`config.mk`:
```
export PLATFORM = sky130hd
export DESIGN_NAME = interrupt_acknowledge_initiator
export DESIGN_NICKNAME = d
export VERILOG_FILES = /design/src/rtl/pic_pkg.sv /design/src/rtl/inta_pulse_timer.sv /design/src/rtl/interrupt_acknowledge_initiator.sv
export SDC_FILE = /design/constraint.sdc
export NUM_CORES = 1
export LEC_CHECK = 0
export ABC_AREA = 1
export BUFFER_PORTS_ARGS = -buffer_cell sky130_fd_sc_hd__buf_2
export CORE_AREA = 2 2 71 73
export DETAILED_ROUTE_END_ITERATION = 16
export DIE_AREA = 0 0 73 75
export SLEW_MARGIN = 5
export SYNTH_ARGS = -nofsm -noshare
export SYNTH_HDL_FRONTEND = slang
export SYNTH_HIERARCHICAL = 1
export SYNTH_SLANG_ARGS = --single-unit
```
`constraint.sdc`:
```
create_clock -name clock -period 1.6 [get_ports clock]
set_input_delay 0.48 -clock clock [delete_from_list [all_inputs] [get_ports clock]]
set_output_delay 0.48 -clock clock [all_outputs]
set_load 0.02 [all_outputs]
```
`src/rtl/pic_pkg.sv`:
```
// Shared definitions for the INTA# initiator: FSM encoding, the MCS-80 CALL opcode
// and the number of INTA# pulses for each CPU protocol.
package pic_pkg;

  typedef enum logic [1:0] {
    IDLE       = 2'd0,
    PULSE_LOW  = 2'd1,
    PULSE_HIGH = 2'd2,
    PRESENT    = 2'd3
  } state_t;

  localparam logic [7:0] CALL_OPCODE  = 8'hCD;
  localparam logic [1:0] PULSES_8086  = 2'd2;
  localparam logic [1:0] PULSES_MCS80 = 2'd3;

  // Index of the last pulse; the pulse counter holds the number of completed pulses.
  function automatic logic [1:0] final_pulse_index(input logic is_8086);
    return is_8086 ? (PULSES_8086 - 2'd1) : (PULSES_MCS80 - 2'd1);
  endfunction

endpackage

```
`src/rtl/inta_pulse_timer.sv`:
```
// Phase timer for the INTA# pulse train: counts cycles spent in the low or high
// phase and flags the cycle on which the current phase ends.
module inta_pulse_timer
  import pic_pkg::*;
#(
  parameter int unsigned INTA_LOW_CYCLES  = 2,
  parameter int unsigned INTA_HIGH_CYCLES = 2
) (
  input  logic   clock,
  input  logic   reset,
  input  state_t state,
  output logic   phase_done
);

  localparam logic [3:0] LOW_LIMIT  = 4'(INTA_LOW_CYCLES - 1);
  localparam logic [3:0] HIGH_LIMIT = 4'(INTA_HIGH_CYCLES - 1);

  logic [3:0] phase_cnt;
  logic [3:0] limit;
  logic       active;

  assign active     = (state == PULSE_LOW) || (state == PULSE_HIGH);
  assign limit      = (state == PULSE_LOW) ? LOW_LIMIT : HIGH_LIMIT;
  assign phase_done = active && (phase_cnt == limit);

  // Counter restarts at every phase boundary so each phase is timed from zero.
  always_ff @(posedge clock) begin
    if (reset || !active || phase_done) begin
      phase_cnt <= 4'd0;
    end else begin
      phase_cnt <= phase_cnt + 4'd1;
    end
  end

endmodule

```
`src/rtl/interrupt_acknowledge_initiator.sv`:
```
// CPU-side INTA# sequencer for an 8259A: issues the acknowledge pulse train, captures
// the returned bytes and hands the vector to the core. Optional macro: INTA_OPCODE_CHECK_EN.
module interrupt_acknowledge_initiator
  import pic_pkg::*;
#(
  parameter int unsigned INTA_LOW_CYCLES  = 2,
  parameter int unsigned INTA_HIGH_CYCLES = 2
) (
  input  logic        clock,
  input  logic        reset,
  input  logic        interrupt_to_cpu,
  input  logic        interrupt_enable,
  input  logic        mode_8086,
  input  logic [7:0]  data_bus_in,
  input  logic        vector_accept,
  output logic        interrupt_acknowledge_n,
  output logic        acknowledge_busy,
  output logic        vector_valid,
  output logic [7:0]  vector_type,
  output logic [15:0] call_address,
  output logic        call_opcode_error
);

  state_t      state;
  state_t      state_next;
  logic        phase_done;
  logic        mode_latched;
  logic [1:0]  pulse_cnt;
  logic        start;
  logic        capture;
  logic        last_pulse;

  inta_pulse_timer #(
    .INTA_LOW_CYCLES (INTA_LOW_CYCLES),
    .INTA_HIGH_CYCLES(INTA_HIGH_CYCLES)
  ) u_timer (
    .clock     (clock),
    .reset     (reset),
    .state     (state),
    .phase_done(phase_done)
  );

  assign start      = (state == IDLE) && interrupt_to_cpu && interrupt_enable;
  assign capture    = (state == PULSE_LOW) && phase_done;
  assign last_pulse = (pulse_cnt == final_pulse_index(mode_latched));

  always_comb begin
    state_next = state;
    case (state)
      IDLE:       if (start) state_next = PULSE_LOW;
      PULSE_LOW:  if (phase_done) state_next = last_pulse ? PRESENT : PULSE_HIGH;
      PULSE_HIGH: if (phase_done) state_next = PULSE_LOW;
      PRESENT:    if (vector_accept) state_next = IDLE;
      default:    state_next = IDLE;
    endcase
  end

  // INTA# is registered from the next state so it is low exactly while in PULSE_LOW.
  always_ff @(posedge clock) begin
    if (reset) begin
      state                   <= IDLE;
      interrupt_acknowledge_n <= 1'b1;
      mode_latched            <= 1'b0;
      pulse_cnt               <= 2'd0;
      vector_type             <= 8'h00;
      call_address            <= 16'h0000;
    end else begin
      state                   <= state_next;
      interrupt_acknowledge_n <= (state_next != PULSE_LOW);
      if (start) begin
        mode_latched <= mode_8086;
        pulse_cnt    <= 2'd0;
      end
      if (capture) begin
        pulse_cnt <= pulse_cnt + 2'd1;
        if (mode_latched) begin
          if (pulse_cnt == 2'd1) vector_type <= data_bus_in;
        end else begin
          case (pulse_cnt)
            2'd1:    call_address[7:0]  <= data_bus_in;
            2'd2:    call_address[15:8] <= data_bus_in;
            default: ;
          endcase
        end
      end
    end
  end

  assign acknowledge_busy = (state != IDLE);
  assign vector_valid     = (state == PRESENT);

`ifdef INTA_OPCODE_CHECK_EN
  logic opcode_err_q;

  // Only the MCS-80 first byte is checked; the flag is visible only while presenting.
  always_ff @(posedge clock) begin
    if (reset || start || ((state == PRESENT) && vector_accept)) begin
      opcode_err_q <= 1'b0;
    end else if (capture && !mode_latched && (pulse_cnt == 2'd0)) begin
      opcode_err_q <= (data_bus_in != CALL_OPCODE);
    end
  end

  assign call_opcode_error = opcode_err_q && (state == PRESENT);
`else
  assign call_opcode_error = 1'b0;
`endif

endmodule

```
==> impl_metrics.yaml <==
critical_path:
  path_class: "reg2out"
  crit_path_max_fanout: 5
  worstPathCellList: "buf_4 -> inv_2 -> nand2_1 -> buf_4"
  worstPathArrival_ps: 1060
  crit_top_cell: "buf_4"
  path_buf_inv: 3
  startpoint: "state[0]"
  cpLargestDelayFamily: "buffers and inverters"
  critPathLaunchType: "register"
  cp.required_ps: 1120
  r2r_start: "u_timer/phase_cnt[1]"
  critPathSlowestCell: "dfxtp_2"
  crit_path_end_kind: "output port"
  crit_path_max_incr_delay_ps: 330
placement:
  hpwl_mm: 2.44
  place.gp.congestion: 0.722
  place_ws_ps: 16.8
  place_inst: 272
  port_buffers: 40
synthesis:
  synth_flop_cell: "dfxtp_1"
  syn_inst: 178
  synth.area.top_cells: "dfxtp_1, nand2_1, a21oi_1"
  synthArstFlopShare: 0
  synth_edf_count: 0
  synth_area_per_cell_um2: 7.79
  syn_area_um2: 1390
  ys_ff_latch: 34
  yosys.area.top_type: "dfxtp_1"
  synth_nets: 196
  yosysMostFrequentCell: "dfxtp_1"
  yosys.cell_types.count: 21
  yosysTopAreaCellShare: 0.491
  yosysSeqAreaShare: 0.491
  synth.top_cells.by_count: "dfxtp_1, nand2_1, nor2_1"
  ys_warn_count: 6
floorplan:
  chipWidth_um: 73
  io-pin-count: 42
  start_util: 0.297
  coreArea_um2: 4660
  dieArea_um2: 5480
  die_y_um: 75
  rows: 25
clocking:
  cts_hold_buf: 0
  tritoncts: "built"
  clockRootBuffer: "clkbuf_8"
  clk-insertion-delay-late_ps: 290
  ctsHtreeMaxLevel: 2
  cts_buffers: 5
  clk_path_buf_depth: 2
  clock_sinks: 34
  cts.clk_slew.worst_paths_ps: 70
pwr:
  intPower_mw: 1.24
  pwr-share-comb: 0.062
  p_per_area_nw_per_um2: 839
  p_seq_frac: 0.533
  power_mw: 1.62
  peakVddDrop_mv: 0.284
  switching_share: 0.235
  clockPowerShare: 0.405
  switchingPower_mw: 0.379
  p_leak_nw: 0.814
sta:
  setup_slack_ps: 63.9
  timing.final.max_slew_violations: 0
  fmax_ghz: 0.651
  setup_viol: 0
  post-route-min-period_ps: 1540
  hold-worst-slack_ps: 426
  rsz0062_at_grt: "true"
  fin_crit_sh: 0.960
  hold_viol_final: 0
  clock_skew_ps: 6.11
grt:
  grt_max_degree: 18
  grt_usage: 0.135
  antenna_found_initial: 0
  grt_overflow: 0
  grt_pass1_vias: 1195
  grt_pass1_wl_mm: 5.55
cells_and_area:
  drive_gt1_frac: 0.399
  final_util: 0.413
  nNetsFinal: 245
  diodes: 0
  final_cells: 282
  syn2layout_area_growth_pct: 38.9
run:
  max_cap_viol_count: 0
route:
  detail_route.drc_violations: 0
  via_count: 1314
  drtAntennaViolNets: 0
  wl_mm: 3.40
  wl_per_cell_um: 12.0
  viasPerCell: 4.66
  drt_first_iter_violations: 67
  drt-pass1-iter-count: 4
worst_hold_path:
  min-delay-start: "reset"
  hold_path.class: "in2reg"
outcome:
  status: "finished clean"
## final cells by class
class / instances / area (µm²)
repair buffers: 49 / 278
inverters: 15 / 60.1
flip-flops and latches: 34 / 686
fillers: 475 / 2740
clock inverters: 1 / 5.00
clock buffers: 7 / 86.3
multi-input cells: 122 / 743
well taps: 54 / 67.6
## cells by family after synthesis
family,synth area share
DFF,0.491
buffers and inverters,0.0713
AOI/OAI and AO/OA,0.124
xor gates and xnor gates,0.00632
and+or+nand+nor,0.269
other,0.00270
adders and majority gates,0.0361
## flip-flops by register name, indices dropped and copies added (netlist names)
| name | flops |
|---|---|
| mode_latched | 1 |
| pulse_cnt | 2 |
| vector_type | 8 |
| interrupt_acknowledge_n | 1 |
| u_timer/phase_cnt | 4 |
| call_address | 16 |
| state | 2 |
## timing repair
| item | 4_1_cts | 5_1_grt |
|---|---|---|
| resized for setup | 0 | 41 |
| buffers inserted | 0 | 1 |
| setup endpoints to repair | 0 | 26 |
## path summary, 6_finish.rpt
check | to | slack (ps) | cells after the start
hold reg to reg | call_address[12] | 470 | 2
setup / recovery | acknowledge_busy | 60 | 4
setup reg to reg | call_address[11] | 70 | 9
hold / removal | state[0] | 430 | 2
## power by group through the flow
stage / combinational [mW] / clock [mW] / sequential (mW)
after floorplan: 0.0424 / 0 / 0.883
after CTS: 0.0868 / 0.675 / 0.860
final: 0.0999 / 0.654 / 0.862
after global routing: 0.114 / 0.712 / 0.862
after detailed placement: 0.0867 / 0 / 0.880
after global placement: 0.0882 / 0 / 0.880
## stage by stage
stage | setup TNS (ps) | instance area [µm²]
floorplan | 0 | 1390
global placement | 0 | 1670
detailed placement | 0 | 1670
CTS | 0 | 1760
global route | -435 | 1930
finish | 0 | 1930
## metal layers
| metal | global-route usage | vias up | part of all wire |
|---|---|---|---|
| met2 | 0.190 | 37 | 0.44 |
| li1 | - | 676 | - |
| met1 | 0.184 | 595 | 0.48 |
| met4 | 0.0617 | 0 | 0.020 |
| met3 | 0.0482 | 6 | 0.059 |
| met5 | 0 | - | 0 |
## cells in the final DEF (no fill, tap or decap), drive strengths merged
cell type	instances
a21oi	22
buf	49
clkbuf	7
clkinv	1
clkinvlp	1
conb	1
dfxtp	34
ha	4
inv	14
nand2	32
nand3	24
nand4	2
nor2	24
o21ai	11
o22ai	1
xnor2	1
No activity file was read; power rests on OpenSTA's default activity.
